--- config.mk ---
export PLATFORM = sky130hd
export DESIGN_NAME = freq_sel_ctrl_flat
export DESIGN_NICKNAME = d
export VERILOG_FILES = /design/src/rtl/freq_sel_ctrl_if.sv /design/src/rtl/freq_sel_ctrl.sv /design/src/flat_wrapper.sv
export SDC_FILE = /design/constraint.sdc
export NUM_CORES = 1
export LEC_CHECK = 0
export CAP_MARGIN = 20
export CORE_UTILIZATION = 60
export DETAILED_ROUTE_END_ITERATION = 7
export PLACE_DENSITY = 0.79
export SLEW_MARGIN = 5
export SYNTH_ARGS = -nofsm -noshare
export SYNTH_HDL_FRONTEND = slang
export SYNTH_SLANG_ARGS = --single-unit
--- constraint.sdc ---
create_clock -name clk_in -period 3 [get_ports clk_in]
set_clock_uncertainty 0.15 [all_clocks]
set_input_delay 0.6 -clock clk_in [delete_from_list [all_inputs] [get_ports clk_in]]
set_output_delay 0.6 -clock clk_in [all_outputs]
set_load 0.01 [all_outputs]
--- src/rtl/freq_sel_ctrl_if.sv ---
// ---------------------------------------------------------------------------
// freq_sel_ctrl_if
// Groups the user-facing button pulses and the status/clock outputs of the
// frequency select controller.
//   master : drives btn_up / btn_down / run_toggle, observes the outputs
//   slave  : the controller itself
// Signals:
//   btn_up, btn_down, run_toggle : one-cycle request pulses (already debounced)
//   clko    : divided square wave
//   tick    : one-cycle pulse in the cycle clko becomes 1
//   sel     : rate applied to the divider (2^sel Hz at default parameters)
//   pending : requested rate differs from the applied rate
//   running : controller is in RUN
// ---------------------------------------------------------------------------
interface freq_sel_ctrl_if;
  logic       btn_up;
  logic       btn_down;
  logic       run_toggle;
  logic       clko;
  logic       tick;
  logic [2:0] sel;
  logic       pending;
  logic       running;

  modport master (
    output btn_up, btn_down, run_toggle,
    input  clko, tick, sel, pending, running
  );

  modport slave (
    input  btn_up, btn_down, run_toggle,
    output clko, tick, sel, pending, running
  );
endinterface

--- src/rtl/freq_sel_ctrl.sv ---
// ---------------------------------------------------------------------------
// freq_sel_ctrl
// Button-driven rate controller with a glitch-free programmable divider.
// Button pulses move a requested rate (tgt) between 0 and 7; the applied rate
// (sel) only follows it at a half-period boundary while running, so clko never
// produces a shortened half-period. While stopped the waveform is frozen and a
// new rate is loaded immediately with the divider count cleared.
// Parameters:
//   BASE_HALF : half-period in clk_in cycles at sel=0 (>= 128)
//   CW        : divider counter width, must hold BASE_HALF-1
// Ports:
//   clk_in : system clock
//   rst    : synchronous active-high reset
//   bus    : freq_sel_ctrl_if slave (buttons in, clko/tick/sel/pending/running out)
// ---------------------------------------------------------------------------
module freq_sel_ctrl #(
  parameter int BASE_HALF = 50_000_000,
  parameter int CW        = 28
) (
  input  logic            clk_in,
  input  logic            rst,
  freq_sel_ctrl_if.slave  bus
);

  typedef enum logic {
    ST_RUN  = 1'b0,
    ST_STOP = 1'b1
  } state_t;

  localparam logic [CW-1:0] BASE_W = CW'(BASE_HALF);

  state_t        state_reg, state_next;
  logic [2:0]    tgt_reg, tgt_next;
  logic [2:0]    sel_reg, sel_next;
  logic [CW-1:0] count_reg, count_next;
  logic          clko_reg, clko_next;
  logic          tick_reg, tick_next;

  logic          pending;
  logic          boundary;
  logic [CW-1:0] term;
  logic [CW-1:0] term_table [8];

  // Terminal counts are constants per rate, so the divider only needs a mux
  // rather than a barrel shifter and subtractor.
  generate
    for (genvar gi = 0; gi < 8; gi++) begin : g_term
      localparam logic [CW-1:0] TERM_VAL = (BASE_W >> gi) - CW'(1);
      assign term_table[gi] = TERM_VAL;
    end
  endgenerate

  assign term     = term_table[sel_reg];
  // >= rather than == keeps the divider safe should count ever exceed term.
  assign boundary = (count_reg >= term);
  assign pending  = (tgt_reg != sel_reg);

  // Requested rate: saturating up/down, simultaneous pulses cancel.
  always_comb begin
    tgt_next = tgt_reg;
    if (bus.btn_up && !bus.btn_down) begin
      if (tgt_reg != 3'd7) tgt_next = tgt_reg + 3'd1;
    end else if (bus.btn_down && !bus.btn_up) begin
      if (tgt_reg != 3'd0) tgt_next = tgt_reg - 3'd1;
    end
  end

  // Run/stop FSM with divider datapath. The behaviour of the current state
  // completes in the cycle of run_toggle; the new state applies next cycle.
  always_comb begin
    state_next = state_reg;
    sel_next   = sel_reg;
    count_next = count_reg;
    clko_next  = clko_reg;
    tick_next  = 1'b0;
    case (state_reg)
      ST_RUN: begin
        if (boundary) begin
          count_next = '0;
          clko_next  = ~clko_reg;
          tick_next  = ~clko_reg;
          // Rate switches only here, so both half-periods around the switch
          // are full length.
          if (pending) sel_next = tgt_reg;
        end else begin
          count_next = count_reg + CW'(1);
        end
        if (bus.run_toggle) state_next = ST_STOP;
      end
      ST_STOP: begin
        // Output is frozen, so the rate can be applied at once; clearing the
        // count gives a full new half-period on resume.
        if (pending) begin
          sel_next   = tgt_reg;
          count_next = '0;
        end
        if (bus.run_toggle) state_next = ST_RUN;
      end
      default: state_next = ST_RUN;
    endcase
  end

  always_ff @(posedge clk_in) begin
    if (rst) begin
      state_reg <= ST_RUN;
      tgt_reg   <= 3'd0;
      sel_reg   <= 3'd0;
      count_reg <= '0;
      clko_reg  <= 1'b0;
      tick_reg  <= 1'b0;
    end else begin
      state_reg <= state_next;
      tgt_reg   <= tgt_next;
      sel_reg   <= sel_next;
      count_reg <= count_next;
      clko_reg  <= clko_next;
      tick_reg  <= tick_next;
    end
  end

  assign bus.clko    = clko_reg;
  assign bus.tick    = tick_reg;
  assign bus.sel     = sel_reg;
  assign bus.pending = pending;
  assign bus.running = (state_reg == ST_RUN);

endmodule
--- src/flat_wrapper.sv ---
// flat-port wrapper written by rule: the top's interface ports become plain ports
module freq_sel_ctrl_flat 
#(
  parameter int BASE_HALF = 50_000_000,
  parameter int CW        = 28
)
  (clk_in, rst, bus_btn_up, bus_btn_down, bus_run_toggle, bus_clko, bus_tick, bus_sel, bus_pending, bus_running);
  freq_sel_ctrl_if bus_i ();
  input  logic clk_in;
  input  logic rst;
  input wire logic [$bits(bus_i.btn_up)-1:0] bus_btn_up;
  input wire logic [$bits(bus_i.btn_down)-1:0] bus_btn_down;
  input wire logic [$bits(bus_i.run_toggle)-1:0] bus_run_toggle;
  output wire logic [$bits(bus_i.clko)-1:0] bus_clko;
  output wire logic [$bits(bus_i.tick)-1:0] bus_tick;
  output wire logic [$bits(bus_i.sel)-1:0] bus_sel;
  output wire logic [$bits(bus_i.pending)-1:0] bus_pending;
  output wire logic [$bits(bus_i.running)-1:0] bus_running;
  assign bus_i.btn_up = bus_btn_up;
  assign bus_i.btn_down = bus_btn_down;
  assign bus_i.run_toggle = bus_run_toggle;
  assign bus_clko = bus_i.clko;
  assign bus_tick = bus_i.tick;
  assign bus_sel = bus_i.sel;
  assign bus_pending = bus_i.pending;
  assign bus_running = bus_i.running;
  freq_sel_ctrl #(.BASE_HALF(BASE_HALF), .CW(CW)) u_core (.clk_in(clk_in), .rst(rst), .bus(bus_i));
endmodule
## Word-level counts from Yosys, hierarchy flattened

Memories as Yosys holds them, arrays and structs flattened.
Index checks and enable logic that the tools add are counted.

- Register bits after elaboration: 37
- ROM bits: 224
- Input port bits: 5
- Output and inout port bits: 7
- Logic and storage cells: 46
- Memories kept: 1

Memory list:

| memory | words | bits a word | read ports | clocked after memory_dff | wr ports | line | text |
|---|---|---|---|---|---|---|---|
| (name not given) | 8 | 28 | 1 | 0 | 0 | freq_sel_ctrl.sv:53 | `assign term = term_table[sel_reg];` |

- Add/subtract/negate cells: 3
- $lt $le $gt $ge: 2
- Equality and inequality tests: 5
- Mux-type cells: 15
- Bitwise operators: 4
- Reductions and logical operators: 10

Operator list:

| cell | number |
|---|---|
| $mux W28 | 4 |
| $pmux W28 S2 | 1 |
| $add A28 B1 Y28 const B | 1 |
| $ge A28 B28 Y1 | 1 |
| $mux W3 | 6 |
| $pmux W3 S2 | 1 |
| $ge A4 B4 Y1 const B | 1 |
| $ne A2 B2 Y1 const B | 2 |
| $not A3 Y4 | 1 |
| $reduce_bool A2 Y1 | 2 |
| $add A3 B1 Y3 const B | 1 |
| $ne A3 B3 Y1 | 1 |
| $ne A3 B3 Y1 const B | 1 |
| $not A1 Y1 | 3 |
| $reduce_and A3 Y1 | 1 |
| $reduce_bool A3 Y1 | 1 |
| $reduce_or A3 Y1 | 1 |
| $sub A3 B1 Y3 const B | 1 |
| $logic_and A1 B1 Y1 | 2 |
| $logic_not A1 Y1 | 2 |
| $mux W1 | 2 |
| $ne A2 B1 Y1 const B | 1 |
| $pmux W1 S2 | 1 |
| $reduce_and A2 Y1 | 1 |

## Logic depth before layout (Yosys ltp)

Gate-level depths: netlist of run 1.

- Word-level depth: 7
- Depth in mapped cells: 13
- Depth with buffers taken out: 11

## Least setup slack after synthesis of run 1

No wires, ideal clock.

- Kind: flip-flop to flip-flop
- Start: register u_core.sel_reg[0], in the netlist u_core.bus.sel[0]
- End: register u_core.clko_reg, in the netlist u_core.bus.clko
- Library setup time: 0.121 ns
- Arrival time: 2.597 ns
- Data required time: 2.729 ns
- Path slack: 0.132 ns
- Cell stages (with the launch flop): 12
- Buffers on the path: 2
- Clock period less this slack: 2.868 ns
- Cell sequence: dfxtp_1 -> clkbuf_1 -> inv_1 -> a21o_1 -> ha_1 -> nand4bb_4 -> nor4_4 -> o211ai_2 -> a41oi_2 -> buf_6 -> o21ai_2 -> mux2_4

- Word-level cells in the longest chain between the ends: 6

Ends and longest elaborated chain:

| what | line | text |
|---|---|---|
| start, declared | freq_sel_ctrl.sv:34 | `logic [2:0] sel_reg, sel_next;` |
| start signal, assigned | freq_sel_ctrl.sv:114 | `sel_reg <= sel_next;` |
| $not A3 Y4 (not written as such) | freq_sel_ctrl.sv:53 |  |
| $mem_v2 Z8 W28 | - |  |
| $mux W28 (not written as such) (2 in a row) | freq_sel_ctrl.sv:53 |  |
| $ge A28 B28 Y1 | freq_sel_ctrl.sv:55 | `assign boundary = (count_reg >= term);` |
| $reduce_and A2 Y1 (no line) | - |  |
| end signal, assigned | freq_sel_ctrl.sv:116 | `clko_reg <= clko_next;` |
| end, declared | freq_sel_ctrl.sv:36 | `logic clko_reg, clko_next;` |

No other way between the ends. The select of a mux whose other input is x is not followed.
A chain may end at the register's enable or synchronous reset.

## Final worst setup path of run 1

- Start: register u_core.sel_reg[1], in the netlist u_core.bus.sel[1]
- End: register u_core.count_reg[22]

- Word-level cells in the longest chain between the ends: 7
- Elaborated cells between the ends (all ways): 9
- Classes of those cells: order compare (1); eq/ne (2); mux (4); bitwise (1); memory (1)

Ends and longest elaborated chain:

| what | line | text |
|---|---|---|
| $not A3 Y4 (not written as such) | freq_sel_ctrl.sv:53 |  |
| $mem_v2 Z8 W28 | - |  |
| $mux W28 (not written as such) (2 in a row) | freq_sel_ctrl.sv:53 |  |
| $ge A28 B28 Y1 | freq_sel_ctrl.sv:55 |  |
| $mux W28 | freq_sel_ctrl.sv:78 | `if (boundary) begin` |
| $pmux W28 S2 | freq_sel_ctrl.sv:76 | `case (state_reg)` |
| end signal, assigned | freq_sel_ctrl.sv:115 | `count_reg <= count_next;` |
| end, declared | freq_sel_ctrl.sv:35 | `logic [CW-1:0] count_reg, count_next;` |

Several ways; a longest one is shown, not always the timed one. The select of a mux whose other input is x is not followed.

==> flow_summary.json, run 1 <==
{
  "tightest_slew_ns": 0.5530,
  "root_buffer": "clkbuf_8",
  "insertion_delay_ns": 0.29,
  "vias_per_cell": 6.432,
  "timing.setup.tns_ns": 0,
  "fillers": 341,
  "route.antenna.remaining_nets": 0,
  "ys_warn_count": 0,
  "holdWs_ns": 0.3369,
  "place_area_mm2": 0.002978,
  "synth_most_common_cell": "dfxtp_1",
  "slew_headroom": 0.6297,
  "vdd_drop_max_mv": 0.2931,
  "die_width_um": 69.49,
  "ctsHoldBuffers": 0,
  "synth_sequential_area_ratio": 0.2711,
  "worstPathMaxFanout": 10,
  "rrSetupSlack_ns": 0.1,
  "drive_gt1_frac": 0.1547,
  "outcome": "finished clean",
  "die_area_mm2": 0.004828,
  "overflow": 0,
  "core_mm2": 0.004354,
  "numCtsBuffers": 5,
  "fin_area_mm2": 0.003142,
  "largest_register_ffs": 28,
  "pin_count": 12,
  "portBuffers": 11,
  "placedCellCount": 400,
  "worstSetupEndpointType": "flip-flop",
  "synth_area_mm2": 0.002733,
  "cts_buffer_depth": 2,
  "period_needed_ns": 2.900,
  "required_ns": 3.04,
  "grt_max_degree": 23,
  "nets": 395,
  "tritoncts": "done",
  "hold_viol_final": 0,
  "syn_avg_cell_area_um2": 8.157,
  "drcViolationCount": 0,
  "firstDrtPassIters": 5,
  "num_rows": 24,
  "powerDensity_mw_per_mm2": 369.8,
  "die_h_um": 69.49,
  "yosysTopAreaCell": "dfxtp_1",
  "ys_types": 56,
  "synth_seq_cells": 37,
  "leakage_nw": 1.308,
  "setup-violations-final": 0,
  "arrival_ns": 2.94,
  "synth_top_area_frac": 0.2711,
  "ys_top_cells_by_count": "37 x dfxtp_1, 28 x nand2_1, 27 x ha_1, 21 x nor2_1, 20 x o21ai_0",
  "grt_pass1_vias": 2455,
  "place.gp.congestion": 0.9270,
  "wire_per_inst_um": 17.39,
  "dp_hpwl_um": 5028,
  "synth_ff_type": "dfxtp_1",
  "vias": 2663,
  "synth_cells": 335,
  "antenna_found_initial": 0,
  "cts.sinks": 37,
  "power_mw": 1.162,
  "maxSlewViolCount": 0,
  "fmax_ghz": 0.3448,
  "drt-total-wl_um": 7199,
  "synth_edf_count": 0,
  "initial_utilization": 0.6276,
  "worst_setup_path_start_kind": "flip-flop",
  "drtIter0Drc": 249,
  "synthArstFlopShare": 0,
  "fin_cells": 414,
  "post-route-period-util": 0.9667,
  "clkTransAtPathRegs_ns": 0.07,
  "htreeDepth": 2,
  "n_antenna_cell": 0,
  "area_growth_pct": 14.97,
  "cap_violations": 0,
  "grt_pass1_wl_um": 11740,
  "worstHoldPathType": "flip-flop to flip-flop",
  "path_class": "flip-flop to flip-flop",
  "synth_fp_nets": 368,
  "ys_top_cells_by_area": "dfxtp_1 27%, ha_1 12%, nand2_1 3.8%, o21ai_0 3.7%, nand3_1 3.3%",
  "grtUsageTotal": 0.3023
}
area by class of cell:
class	instances	area (um^2)	area share
inverter	19	71.32	0.02270
multi-input combinational	267	1883	0.5994
clock buffer	7	86.33	0.02748
timing repair buffer	32	292.8	0.09319
sequential	37	743.2	0.2366
tap	52	65.06	0.02071
worst max-delay path: stages (launching register included):
cell      delay (ns)
dfxtp_2         0.37
nor2_1          0.29
o21ai_2         0.12
ha_1            0.32
nand4_1         0.18
nor4_4          0.38
a22oi_2         0.17
buf_4           0.17
and3_2          0.23
buf_12          0.15
a31oi_1         0.17
o21bai_1        0.07
per-layer routing:
| metal | part of all wire | GRT usage | vias up |
|---|---|---|---|
| li1 | - | - | 1297 |
| met3 | 0.042 | 0.05378 | 21 |
| met1 | 0.45 | 0.4042 | 1278 |
| met2 | 0.47 | 0.4822 | 67 |
| met5 | 0 | 0 | - |
| met4 | 0.031 | 0.1202 | 0 |
path summary, 6_finish.rpt:
path                          start                   end  depth (start not counted)
setup / recovery  u_core.bus.sel[1]  u_core.count_reg[22]                         11
hold / removal      u_core.bus.clko       u_core.bus.tick                          1
setup reg to reg  u_core.bus.sel[1]  u_core.count_reg[22]                         11
hold reg to reg     u_core.bus.clko       u_core.bus.tick                          1
metrics by stage:
step | setup slack (ns) | util
3_5_place_dp | 0.06291 | 0.6839
4_1_cts | 0.03489 | 0.7037
5_1_grt | -0.03729 | 0.7216
2_1_floorplan | 0.1321 | -
3_3_place_gp | 0.1176 | 0.6839
6_report | 0.09981 | 0.7216
kinds of logic (layout without fill, tap and decap cells):
| family | after synthesis | count (layout) | synth area share |
|---|---|---|---|
| fa+ha+maj | 28 | 28 | 0.1310 |
| simple gates | 140 | 141 | 0.2953 |
| compound gates | 81 | 81 | 0.1941 |
| mux | 3 | 3 | 0.01282 |
| buf+inv | 32 | 58 | 0.05082 |
| flops | 37 | 37 | 0.2711 |
| xor+xnor | 14 | 14 | 0.04487 |
where the power goes:
| part | switching (mW) | internal, mW | total, mW |
|---|---|---|---|
| sequential | 0.0373 | 0.511 | 0.549 |
| clock | 0.174 | 0.182 | 0.357 |
| combinational | 0.141 | 0.115 | 0.256 |
| total | 0.353 | 0.809 | 1.16 |
cells in the final DEF, fill, tap and decap left out, types with 4 or more instances in the layout:
| master | netlist | routed |
|---|---|---|
| dfxtp_1 | 37 | 35 |
| nand2_1 | 28 | 28 |
| ha_1 | 27 | 27 |
| nor2_1 | 21 | 21 |
| buf_4 | 1 | 19 |
| nand3_1 | 18 | 18 |
| o21ai_0 | 20 | 18 |
| inv_1 | 18 | 17 |
| a21oi_1 | 16 | 16 |
| nor3_1 | 14 | 14 |
| a31oi_1 | 13 | 13 |
| clkdlybuf4s50_1 | 0 | 11 |
| xor2_1 | 10 | 10 |
| nand4_1 | 9 | 9 |
| or4_1 | 6 | 6 |
| clkbuf_8 | 0 | 6 |
| a21o_1 | 5 | 5 |
| nand2b_1 | 5 | 5 |
| o21ai_1 | 4 | 5 |
| and3_1 | 7 | 5 |
| and2_1 | 4 | 4 |
| xnor2_1 | 4 | 4 |
| nor4_1 | 4 | 4 |
repair_timing:
| action | 4_1_cts | 5_1_grt |
|---|---|---|
| setup endpoints to repair | 0 | 30 |
| resized for setup | 0 | 10 |
| setup buffers | 0 | 6 |
Power figures use the tool's default switching activity.
==> inputs of run 2 (changes only) <==
SETUP_SLACK_MARGIN = 0.1   (was default)
==> flow_summary.json, run 2 (same netlist as run 1, synthesis figures left out) <==
{
  "outcome": "finished clean",
  "leakage_nw": 1.324,
  "worst_setup_path_start_kind": "flip-flop",
  "root_buffer": "clkbuf_8",
  "die_area_mm2": 0.004828,
  "area_growth_pct": 17.26,
  "hold_viol_final": 0,
  "nets": 398,
  "fillers": 321,
  "wire_per_inst_um": 17.66,
  "portBuffers": 11,
  "core_mm2": 0.004354,
  "vias_per_cell": 6.542,
  "worstHoldPathType": "flip-flop to flip-flop",
  "required_ns": 3.02,
  "grt_pass1_vias": 2473,
  "grt_setup_unrepaired": "yes",
  "route.antenna.remaining_nets": 0,
  "tritoncts": "done",
  "drive_gt1_frac": 0.1781,
  "vdd_drop_max_mv": 0.2916,
  "post-route-period-util": 0.9459,
  "n_antenna_cell": 0,
  "initial_utilization": 0.6276,
  "drtIter0Drc": 226,
  "arrival_ns": 2.86,
  "period_needed_ns": 2.838,
  "worstSetupEndpointType": "flip-flop",
  "worstPathMaxFanout": 7,
  "post-route-util": 0.7359,
  "grt_pass1_wl_um": 11870,
  "antenna_found_initial": 0,
  "slew_headroom": 0.6623,
  "numCtsBuffers": 5,
  "fin_cells": 417,
  "drt-total-wl_um": 7365,
  "final_common_cell": "dfxtp_1",
  "final_cell_mix": "35 x dfxtp_1, 27 x nand2_1, 26 x ha_1, 21 x buf_4, 19 x nor2_1",
  "cts_buffer_depth": 2,
  "multi_input_area_mm2": 0.001914,
  "overflow": 0,
  "die_h_um": 69.49,
  "cap_violations": 0,
  "setup-violations-final": 0,
  "firstDrtPassIters": 5,
  "insertion_delay_ns": 0.29,
  "tightest_slew_ns": 0.5019,
  "grt_max_degree": 23,
  "maxSlewViolCount": 0,
  "drcViolationCount": 0,
  "fmax_ghz": 0.3524,
  "htreeDepth": 2,
  "largest_register_ffs": 28,
  "num_rows": 24,
  "powerDensity_mw_per_mm2": 365.1,
  "cts.sinks": 37,
  "clkTransAtPathRegs_ns": 0.08,
  "pin_count": 12,
  "place.gp.congestion": 0.9270,
  "path_class": "flip-flop to flip-flop",
  "power_mw": 1.170,
  "placedCellCount": 400,
  "dp_hpwl_um": 5028,
  "seq_area_um2": 748.2,
  "grtUsageTotal": 0.3048,
  "die_width_um": 69.49,
  "vias": 2728
}
-- run 2: cell count changes in the layout (fill, tap and decap cells not counted), moves of 2 or more --
cell     before  now
o21ai_2       2    4
dfxtp_4       0    2
nor2_1       21   19
buf_4        19   21
dfxtp_2       2    0
-- run 2: path summary, 6_finish.rpt --
kind / start / endpoint / slack (ns) / cells after the start
worst max-delay path: u_core.bus.sel[1] / u_core.count_reg[27] / 0.16 / 9
worst min-delay path: u_core.bus.clko / u_core.bus.tick / 0.34 / 1
worst max register to register: u_core.bus.sel[1] / u_core.count_reg[27] / 0.16 / 9
worst min register to register: u_core.bus.clko / u_core.bus.tick / 0.34 / 1
-- run 2: metrics by stage --
stage	hold slack [ns]	area, um^2	TNS (ns)	worst slack (ns)
finish	0.3381	3204	0	0.1624
global route	0.3712	3204	-0.01070	-0.009480
CTS	0.3385	3095	0	0.1256
detailed placement	0.3280	2978	0	0.06291
global placement	0.3311	2978	0	0.1176
floorplan	0.3132	2733	0	0.1321
-- run 2: report_power, final --
group / leakage [nW] / internal [mW] / switching (mW)
Sequential: 0.301 / 0.510 / 0.0383
Clock: 0.0443 / 0.182 / 0.176
Combinational: 0.979 / 0.119 / 0.144
Total: 1.32 / 0.812 / 0.358
-- run 2: what timing repair did --
action,in CTS,in global routing
pin swaps,2,5
gates resized for setup,4,17
endpoints found under the setup margin,12,30
endpoints found under the hold margin,0,0
buffers inserted,3,6
gates cloned,0,1
hold buffers,0,0
-- run 2: area by class of cell --
class                      count  share of cell area
multi-input combinational    267              0.5974
sequential                    37              0.2335
timing repair buffer          35             0.09957
clock buffer                   7             0.02694
inverter                      19             0.02226
tap                           52             0.02030
-- run 2: worst max-delay path, stage by stage, from the launching register on --
cell and delay (ns):
dfxtp_4 0.38, or3_4 0.40, ha_4 0.28, nand4_1 0.16, nor4_4 0.38, a22oi_2 0.18
buf_4 0.17, and3_2 0.28, a21oi_4 0.25, nor3_1 0.09
-- run 2: metal layers --
metal / global-route usage / vias up / share of wire
li1: - / 1306 / -
met1: 0.4069 / 1298 / 0.44
met2: 0.4876 / 104 / 0.48
met3: 0.05378 / 20 / 0.057
met4: 0.1202 / 0 / 0.026
met5: 0 / - / 0
==> inputs of run 3 (changes only) <==
CORE_UTILIZATION = 50   (was 60)
GPL_TIMING_DRIVEN = 0   (was default)
PLACE_DENSITY = 0.68   (was 0.79)
==> flow_summary.json, run 3 (same netlist as run 1, synthesis figures left out) <==
{
  "route.antenna.remaining_nets": 0,
  "outcome": "finished clean",
  "final_cell_mix": "34 x dfxtp_1, 26 x nand2_1, 25 x ha_1, 20 x nor2_1, 18 x nand3_1",
  "grt_pass1_wl_um": 11740,
  "final_common_cell": "dfxtp_1",
  "holdWs_ns": 0.3260,
  "drive_gt1_frac": 0.2189,
  "cap_violations": 0,
  "grt_max_degree": 11,
  "drcViolationCount": 0,
  "period_needed_ns": 2.923,
  "powerDensity_mw_per_mm2": 353.6,
  "placedCellCount": 417,
  "drt-total-wl_um": 7527,
  "cts_buffer_depth": 2,
  "fmax_ghz": 0.3421,
  "worstHoldPathType": "flip-flop to flip-flop",
  "dp_hpwl_um": 5343,
  "dp_slack_ns": -0.4155,
  "power_mw": 1.189,
  "maxSlewViolCount": 0,
  "cts.sinks": 37,
  "nets": 403,
  "antenna_found_initial": 0,
  "timing.setup.tns_ns": 0,
  "initial_utilization": 0.5283,
  "portBuffers": 11,
  "htreeDepth": 2,
  "grt_setup_unrepaired": "yes",
  "ctsHoldBuffers": 0,
  "whs_path_depth": 1,
  "post-route-util": 0.6502,
  "core_mm2": 0.005172,
  "area_growth_pct": 23.08,
  "place_area_mm2": 0.002935,
  "tritoncts": "done",
  "worst_setup_path_start_kind": "flip-flop",
  "path_class": "flip-flop to flip-flop",
  "fin_area_mm2": 0.003363,
  "firstDrtPassIters": 4,
  "reg2regPathDepth": 14,
  "arrival_ns": 2.99,
  "overflow": 0,
  "insertion_delay_ns": 0.29,
  "die_area_mm2": 0.005765,
  "post-route-period-util": 0.9743,
  "largest_register_ffs": 28,
  "root_buffer": "clkbuf_8",
  "wire_per_inst_um": 17.11,
  "clkTransAtPathRegs_ns": 0.07,
  "worstSetupEndpointType": "flip-flop",
  "vias": 2653,
  "slew_headroom": 0.3900,
  "place.gp.congestion": 0.8769,
  "die_h_um": 75.93,
  "worstPathMaxFanout": 7,
  "vdd_drop_max_mv": 0.2736,
  "n_antenna_cell": 0,
  "num_rows": 26,
  "leakage_nw": 1.373,
  "pin_count": 12,
  "numCtsBuffers": 5,
  "vias_per_cell": 6.030,
  "tightest_slew_ns": 0.9066,
  "fin_cells": 440,
  "hold_viol_final": 0,
  "rrSetupSlack_ns": 0.08,
  "drtIter0Drc": 159,
  "grtUsageTotal": 0.2570,
  "required_ns": 3.07,
  "setup-violations-final": 0,
  "postLayoutSetupSlackWorst_ns": 0.07718,
  "die_width_um": 75.93,
  "grt_pass1_vias": 2324
}
## run 3: changes by cell type in the layout (fill, tap and decap cells not counted), moves of 2 or more
cell | before | now
nor3_4 | 0 | 2
buf_6 | 1 | 3
nor3_2 | 2 | 5
inv_1 | 17 | 15
and3_2 | 3 | 1
and3_4 | 0 | 2
nor3_1 | 14 | 9
buf_2 | 0 | 4
buf_4 | 21 | 15
clkbuf_1 | 1 | 3
a21oi_2 | 0 | 2
a21oi_1 | 16 | 14
## run 3: where the power goes
| part | switching [mW] | total [mW] | internal (mW) |
|---|---|---|---|
| Combinational | 0.154 | 0.284 | 0.129 |
| Clock | 0.176 | 0.359 | 0.182 |
| Sequential | 0.0360 | 0.546 | 0.510 |
## run 3: area by class of cell
cell class	count	area [um^2]
Fill cell	423	1809
Inverter	19	75.07
Sequential cell	37	749.5
Clock buffer	7	86.33
Timing Repair Buffer	28	265.3
Multi-Input combinational cell	266	1994
Tap cell	70	87.58
Buffer	13	105.1
## run 3: routing by layer
metal  vias to the layer above  GRT usage  share of wire
met5                         -          0              0
met4                         0     0.1019          0.020
met3                        11    0.04699          0.053
met2                        70     0.3964           0.47
met1                      1258     0.3536           0.45
li1                       1314          -              -
## run 3: path summary, 6_finish.rpt
path                                        start              endpoint
worst max-delay path            u_core.bus.sel[2]  u_core.count_reg[27]
worst min-delay path              u_core.bus.clko       u_core.bus.tick
worst max register to register  u_core.bus.sel[2]  u_core.count_reg[27]
worst min register to register    u_core.bus.clko       u_core.bus.tick
## run 3: timing repair
| item | CTS | global route |
|---|---|---|
| endpoints found under the setup margin | 33 | 33 |
| cloned | 0 | 1 |
| buffers inserted | 2 | 13 |
| gates resized for setup | 20 | 34 |
| hold endpoints to repair | 0 | 0 |
| pin swaps | 4 | 14 |
## run 3: worst max-delay path: stages (launching register included)
cell and delay (ns):
dfxtp_4 0.39, buf_8 0.14, clkinvlp_4 0.13, o21ai_4 0.22, a21oi_2 0.05, ha_1 0.32
a21oi_2 0.18, o21ai_2 0.09, a22oi_2 0.28, buf_4 0.17, and3_4 0.18, buf_6 0.13
a21oi_4 0.07, buf_12 0.19, nor3_2 0.15
